<file path="src/rtl/nbcac_pkg.sv">
// -----------------------------------------------------------------------------
// nbcac_pkg
//   Constants and types shared by the NBCAC front-end blocks.
//   NBCAC_DATA_W : data width consumed by the 33-bit NBCAC encoder
//   NBCAC_CODE_W : width of the encoded codeword
//   pack_state_e : word packer control state (RUN accepts bytes, FLUSH drains)
//   pack_acc_w() : accumulator width able to hold a partial word plus one beat
// -----------------------------------------------------------------------------
package nbcac_pkg;

   localparam int NBCAC_DATA_W = 23;
   localparam int NBCAC_CODE_W = 33;

   typedef enum logic [0:0] {
      PK_RUN   = 1'b0,
      PK_FLUSH = 1'b1
   } pack_state_e;

   // A byte is only accepted while at most WORD_W-1 bits are held, so the
   // accumulator never needs more than WORD_W-1+IN_W bits.
   function automatic int pack_acc_w(input int in_w, input int word_w);
      return word_w + in_w - 1;
   endfunction

endpackage : nbcac_pkg

</file>
<file path="src/rtl/nbcac_bit_accumulator.sv">
// -----------------------------------------------------------------------------
// nbcac_bit_accumulator
//   LSB-first bit accumulator for the word packer. Holds the residual bits,
//   removes a word from the bottom when the output register can take one, and
//   inserts an accepted beat directly above the bits that remain.
// Ports
//   clock, rst_n : clock, asynchronous active-low reset
//   out_free     : output register can load a word this cycle
//   flush_mode   : packer is draining; a partial word may be emitted
//   push         : an input beat is accepted this cycle
//   in_data      : the beat being accepted (bit0 is packed first)
//   cnt          : number of valid bits currently held
//   word         : low WORD_W bits of the accumulator (upper unused bits are 0)
//   pop_full     : a complete word leaves the accumulator this cycle
//   pop_pad      : a zero-padded partial word leaves this cycle
//   pop          : either kind of pop
// -----------------------------------------------------------------------------
module nbcac_bit_accumulator
   import nbcac_pkg::*;
#(
   parameter  int IN_W   = 8,
   parameter  int WORD_W = NBCAC_DATA_W,
   localparam int ACC_W  = pack_acc_w(IN_W, WORD_W),
   localparam int CNT_W  = $clog2(ACC_W + 1)
) (
   input  logic              clock,
   input  logic              rst_n,
   input  logic              out_free,
   input  logic              flush_mode,
   input  logic              push,
   input  logic [IN_W-1:0]   in_data,
   output logic [CNT_W-1:0]  cnt,
   output logic [WORD_W-1:0] word,
   output logic              pop_full,
   output logic              pop_pad,
   output logic              pop
);

   localparam logic [CNT_W-1:0] WORD_CNT = CNT_W'(WORD_W);
   localparam logic [CNT_W-1:0] IN_CNT   = CNT_W'(IN_W);

   logic [ACC_W-1:0] acc_q, acc_d, acc_popped;
   logic [CNT_W-1:0] cnt_q, cnt_d, cnt_popped;

   // Bits above cnt_q are always zero, so a padded remnant is simply the low
   // word of the accumulator.
   always_comb begin
      pop_full = out_free && (cnt_q >= WORD_CNT);
      pop_pad  = out_free && flush_mode && (cnt_q != '0) && (cnt_q < WORD_CNT);
      pop      = pop_full || pop_pad;
   end

   // Pop first, then insert the new beat at the post-pop fill level; this is
   // what lets a byte be accepted in the same cycle a full word leaves.
   always_comb begin
      // NOTE: every signal gets a default before any branch so no latch is inferred.
      acc_popped = acc_q;
      cnt_popped = cnt_q;
      if (pop_full) begin
         acc_popped = acc_q >> WORD_W;
         cnt_popped = cnt_q - WORD_CNT;
      end else if (pop_pad) begin
         acc_popped = '0;
         cnt_popped = '0;
      end

      acc_d = acc_popped;
      cnt_d = cnt_popped;
      if (push) begin
         acc_d = acc_popped | (ACC_W'(in_data) << cnt_popped);
         cnt_d = cnt_popped + IN_CNT;
      end
   end

   // NOTE: state registers use non-blocking assignments so all flops update together.
   always_ff @(posedge clock or negedge rst_n) begin
      if (!rst_n) begin
         acc_q <= '0;
         cnt_q <= '0;
      end else begin
         acc_q <= acc_d;
         cnt_q <= cnt_d;
      end
   end

   assign cnt  = cnt_q;
   assign word = acc_q[WORD_W-1:0];

endmodule : nbcac_bit_accumulator

</file>
<file path="src/rtl/nbcac_23b_word_packer.sv">
// -----------------------------------------------------------------------------
// nbcac_23b_word_packer
//   Packs a byte stream LSB-first into 23-bit words for the NBCAC encoder.
//   A word is held stable on word_out until out_ready consumes it. A flush
//   request drains all complete words and then a zero-padded remnant.
// Ports
//   clock, rst_n  : clock, asynchronous active-low reset
//   in_data       : input byte, bit0 packed first
//   in_valid      : input beat valid
//   in_ready      : beat accepted when in_valid && in_ready at a rising edge
//   flush_req     : one-cycle pulse requesting emission of residual bits
//   word_out      : packed word, stable while word_valid && !out_ready
//   word_valid    : word_out holds an unconsumed word
//   word_padded   : the held word is a zero-padded flush remnant
//   out_ready     : word consumed at an edge where word_valid && out_ready
//   flush_done    : one-cycle pulse when a flush completes
// -----------------------------------------------------------------------------
module nbcac_23b_word_packer
   import nbcac_pkg::*;
#(
   parameter int IN_W   = 8,
   parameter int WORD_W = NBCAC_DATA_W
) (
   input  logic              clock,
   input  logic              rst_n,
   input  logic [IN_W-1:0]   in_data,
   input  logic              in_valid,
   output logic              in_ready,
   input  logic              flush_req,
   output logic [WORD_W-1:0] word_out,
   output logic              word_valid,
   output logic              word_padded,
   input  logic              out_ready,
   output logic              flush_done
);

   localparam int ACC_W = pack_acc_w(IN_W, WORD_W);
   localparam int CNT_W = $clog2(ACC_W + 1);
   localparam logic [CNT_W-1:0] WORD_CNT = CNT_W'(WORD_W);

   pack_state_e       state_q, state_d;
   logic              flush_pend_q, flush_pend_d;
   logic              flush_done_q, flush_done_d;
   logic [WORD_W-1:0] word_out_q, word_out_d;
   logic              word_valid_q, word_valid_d;
   logic              word_padded_q, word_padded_d;

   logic [CNT_W-1:0]  cnt;
   logic [WORD_W-1:0] acc_word;
   logic              pop_full, pop_pad, pop;
   logic              out_free, push;

   // The output register is free if empty or being consumed on this edge.
   assign out_free = !word_valid_q || out_ready;

   // Room for a byte exists if at most WORD_W-1 bits are held, or a full word
   // leaves on this same edge. Gated by rst_n so it reads 0 during reset.
   assign in_ready = (state_q == PK_RUN) && ((cnt < WORD_CNT) || pop_full) && rst_n;
   assign push     = in_valid && in_ready;

   nbcac_bit_accumulator #(
      .IN_W   (IN_W),
      .WORD_W (WORD_W)
   ) u_acc (
      .clock      (clock),
      .rst_n      (rst_n),
      .out_free   (out_free),
      .flush_mode (state_q == PK_FLUSH),
      .push       (push),
      .in_data    (in_data),
      .cnt        (cnt),
      .word       (acc_word),
      .pop_full   (pop_full),
      .pop_pad    (pop_pad),
      .pop        (pop)
   );

   // Flush control. A request is latched in RUN and takes effect one edge
   // later, so a byte accepted in that cycle still joins the flush. Further
   // requests are dropped until the flush completes.
   always_comb begin
      state_d      = state_q;
      flush_pend_d = flush_pend_q;
      flush_done_d = 1'b0;
      unique case (state_q)
         PK_RUN: begin
            if (flush_pend_q) begin
               state_d = PK_FLUSH;
            end else if (flush_req) begin
               flush_pend_d = 1'b1;
            end
         end
         PK_FLUSH: begin
            // With nothing left in the accumulator no further pop can occur.
            if (cnt == '0) begin
               state_d      = PK_RUN;
               flush_pend_d = 1'b0;
               flush_done_d = 1'b1;
            end
         end
         default: state_d = PK_RUN;
      endcase
   end

   // Output register: load on pop, otherwise clear valid when consumed and
   // hold everything while stalled.
   always_comb begin
      word_out_d    = word_out_q;
      word_valid_d  = word_valid_q;
      word_padded_d = word_padded_q;
      if (pop) begin
         word_out_d    = acc_word;
         word_valid_d  = 1'b1;
         word_padded_d = pop_pad;
      end else if (word_valid_q && out_ready) begin
         word_valid_d  = 1'b0;
         word_padded_d = 1'b0;
      end
   end

   always_ff @(posedge clock or negedge rst_n) begin
      if (!rst_n) begin
         state_q       <= PK_RUN;
         flush_pend_q  <= 1'b0;
         flush_done_q  <= 1'b0;
         word_out_q    <= '0;
         word_valid_q  <= 1'b0;
         word_padded_q <= 1'b0;
      end else begin
         state_q       <= state_d;
         flush_pend_q  <= flush_pend_d;
         flush_done_q  <= flush_done_d;
         word_out_q    <= word_out_d;
         word_valid_q  <= word_valid_d;
         word_padded_q <= word_padded_d;
      end
   end

   assign word_out    = word_out_q;
   assign word_valid  = word_valid_q;
   assign word_padded = word_padded_q;
   assign flush_done  = flush_done_q;

endmodule : nbcac_23b_word_packer

</file>
<file path="config.mk">
export PLATFORM = sky130hd
export DESIGN_NAME = nbcac_23b_word_packer
export DESIGN_NICKNAME = d
export VERILOG_FILES = /design/src/rtl/nbcac_pkg.sv /design/src/rtl/nbcac_bit_accumulator.sv /design/src/rtl/nbcac_23b_word_packer.sv
export SDC_FILE = /design/constraint.sdc
export NUM_CORES = 1
export LEC_CHECK = 0
export CORE_ASPECT_RATIO = 1.4
export CORE_MARGIN = 2
export CORE_UTILIZATION = 40
export CTS_BUF_LIST = sky130_fd_sc_hd__clkbuf_4 sky130_fd_sc_hd__clkbuf_8
export DETAILED_ROUTE_END_ITERATION = 6
export GPL_TIMING_DRIVEN = 0
export SYNTH_ARGS = -nofsm -noshare
export SYNTH_HDL_FRONTEND = slang
export SYNTH_SLANG_ARGS = --single-unit
</file>
<file path="constraint.sdc">
create_clock -name clock -period 4.2 [get_ports clock]
set_input_delay 1.26 -clock clock [delete_from_list [all_inputs] [get_ports clock]]
set_output_delay 1.26 -clock clock [all_outputs]
set_load 0.1 [all_outputs]
</file>
==> summary.txt <==
Status
  – Outcome: complete, no violations

Yosys
  – Mapped Nets: between 300 and 400
  – Seq/Total Area, Yosys: 0.455
  – Post-Syn Area: approximately 0.0035 mm²
  – Main flop type after synthesis: dfrtp_1
  – Mapped Cells: roughly 350
  – Number of synthesized flops with an enable pin: 0
  – Avg Cell Area, Syn: between 9 and 10 µm²
  – Post-synth ARST share: 1.00
  – Yosys warns: 0
  – Synthesis-stage register bit count: 63
  – Post-synth cell types: 62

Final layout
  – Fraction of layout cells with a size suffix above 1: 0.156
  – Final std cells w/o fill: 509
  – Fin area: 0.00417 mm²
  – Nets@finish: between 400 and 500
  – Diode count: 0
  – Most frequent cells in the layout: dfrtp_1 (63), clkdlybuf4s50_1 (37), nand2_1 (32), mux2_2 (24), nor2_1 (22)
  – Layout area overhead: 20.4%
  – Commonest non-fill, non-tap cell in the layout: dfrtp_1

STA
  – Relative slew slack: 0.356
  – Final period utilization: 0.971
  – RSZ-0062 raised after global routing: false
  – Max Transition Viols Final: 0
  – Min Tclk post-route: approximately 4.1 ns
  – Worst-Margin Slew: slightly below 1 ns
  – Final hold violation count: 0
  – Fmax: between 0.2 and 0.25 GHz
  – Final Skew: roughly 0.0079 ns
  – Final setup viols: 0

Critical path
  – R2r setup slk: 0.50 ns
  – R2R depth: 11
  – Reg-to-reg critical path endpoint: u_acc.acc_q[3]$_DFF_PN0_
  – WP data required: around 3 ns
  – Worst Path Arrival: around 2.8 ns
  – CP Capture Type: output pin
  – Critical path class: input pin to output pin
  – CP Max Fanout: 6
  – Worst setup SP type: input pin
  – Critical R2R Launch: u_acc.cnt[0]$_DFF_PN0_

Clocking
  – Total clock sinks: 63
  – H-tree depth: 3
  – Cts bufs inserted: 9
  – CTS tree: built
  – Root Buffer: clkbuf_8
  – Clk_lat worst skew: ~0.34 ns
  – Clock transition at the registers of the reported paths: about 0.060 ns
  – CTS max path bufs: 2

Detailed routing
  – # DRC: 0
  – Initial DRC count: around 170
  – Vias/cell: approximately 6
  – Vias post-DR: approximately 3,000
  – ANT nets after route: 0
  – Routed WL: 9310 µm
  – First-pass detailed-route iteration total: 5
  – Wire length per cell: about 18 µm

Placed design
  – Placed Area: roughly 0.004 mm²
  – Final RePlAce weighted congestion: 0.912
  – Port bufs: 39
  – Placed cell count: roughly 500
  – Post-DP HPWL: ~7000 µm

Global routing
  – Antenna violations before repair: 0
  – Vias in the first global route: roughly 3,000
  – GRT Residual Overflow: 0
  – First-pass GRT wire length: about 15,000 µm
  – Pin count of the biggest net entering global routing: between 60 and 70
  – Tot GR Track Use: 0.216

Min path
  – Hold depth: 2
  – Hold Path End: u_acc.acc_q[15]$_DFF_PN0_
  – Hold Crit Class: register to register
  – Worst Hold Launch: u_acc.acc_q[15]$_DFF_PN0_

Floorplan
  – Core Rows: 40
  – I/O pin count: 40
  – Area of the die: between 0.009 and 0.01 mm²
  – Die W: 82.7 µm
  – DIE HEIGHT: around 110 µm
  – Core Area: 0.00851 mm²
  – Starting Density: 0.407

Job
  – Max Cap Violations: 0
layer usage:
layer	vias up	global-route usage	wire, µm
li1	1421	-	-
met4	0	0.0885	240
met5	-	0	0
met2	94	0.352	4810
met1	1495	0.277	3890
met3	24	0.0426	376
metrics by stage:
stage,TNS (ns),hold WS (ns),setup WS (ns),utilization
CTS,0,0.495,0.101,0.490
floorplan,0,0.450,0.498,-
finish,0,0.490,0.121,0.490
global route,0,0.517,0.0213,0.490
global placement,-53.93,0.462,-2.47,0.469
detailed placement,-1.61,0.478,-0.609,0.468
synth_stat cells (2+ instances only):
cell type / instances / area, µm²
o21a_1: 2 / 15.0
buf_6: 3 / 33.8
nand3_1: 9 / 45.0
buf_2: 6 / 30.0
a41oi_1: 2 / 17.5
a211oi_1: 8 / 60.1
o221ai_1: 6 / 52.6
inv_1: 7 / 26.3
o31ai_1: 3 / 22.5
mux2i_1: 5 / 50.1
nand4_1: 6 / 37.5
a32oi_1: 2 / 17.5
a22o_1: 3 / 26.3
nor2b_1: 4 / 25.0
nand2b_1: 9 / 56.3
o21ai_0: 11 / 55.1
a21o_1: 2 / 15.0
o211ai_1: 8 / 60.1
dfrtp_1: 63 / 1580
ha_1: 2 / 25.0
clkbuf_1: 14 / 52.6
nor2_1: 22 / 82.6
o21ai_1: 12 / 60.1
a22oi_1: 10 / 75.1
a31oi_1: 2 / 12.5
or3_1: 4 / 25.0
nand2_1: 32 / 120
mux2_2: 24 / 270
a221o_1: 4 / 40.0
and3_1: 3 / 18.8
nor3_1: 14 / 70.1
a41o_1: 3 / 30.0
a211o_1: 3 / 26.3
nor4_1: 2 / 12.5
a21oi_1: 12 / 60.1
what timing repair did:
action,in CTS,in global routing
endpoints found under the setup margin,1,7
buffers inserted,0,1
pin swaps,0,1
hold buffers,0,0
resized for setup,5,0
critical path, stage by stage:
cell             delay (ns)
clkdlybuf4s50_1        0.51
nand2b_1               0.11
buf_1                  0.29
o311a_1                0.22
buf_2                  0.42
registers in the layout, indices dropped and copies added, names as in the netlist:
signal and flops:
u_acc.acc_q 30, word_out 23, u_acc.cnt 5, flush_done 1, flush_pend_q 1, state_q 1
word_padded 1, word_valid 1
layout make-up:
| type | instances | area, µm² |
|---|---|---|
| Fill cell | 822 | 4340 |
| Multi-Input combinational cell | 252 | 1730 |
| Sequential cell | 63 | 1580 |
| Timing Repair Buffer | 40 | 390 |
| Clock buffer | 11 | 139 |
| Tap cell | 105 | 131 |
| Buffer | 25 | 128 |
| Clock inverter | 4 | 47.5 |
| Inverter | 9 | 35.0 |
cell families (layout without fill, tap and decap cells):
| kind of cell | after synthesis | count (layout) | synth area share |
|---|---|---|---|
| xor gates and xnor gates | 1 | 1 | 0.00253 |
| and+or+nand+nor | 113 | 113 | 0.164 |
| muxes | 29 | 29 | 0.0925 |
| adders and majority gates | 2 | 2 | 0.00722 |
| AOI/OAI and AO/OA | 107 | 107 | 0.232 |
| DFF | 63 | 63 | 0.455 |
| buffers and inverters | 34 | 89 | 0.0469 |
worst max path at each step:
stage,end,cells after the start,from,slack (ns)
floorplan,in_ready,3,out_ready,0.50
detailed placement,in_ready,5,out_ready,-0.61
CTS,in_ready,5,out_ready,0.10
global placement,in_ready,3,rst_n,-2.47
finish,in_ready,5,out_ready,0.12
global route,in_ready,5,out_ready,0.02
Power is not shown: default switching activity piles up to over one toggle a cycle in this logic, so the estimate is an artifact.
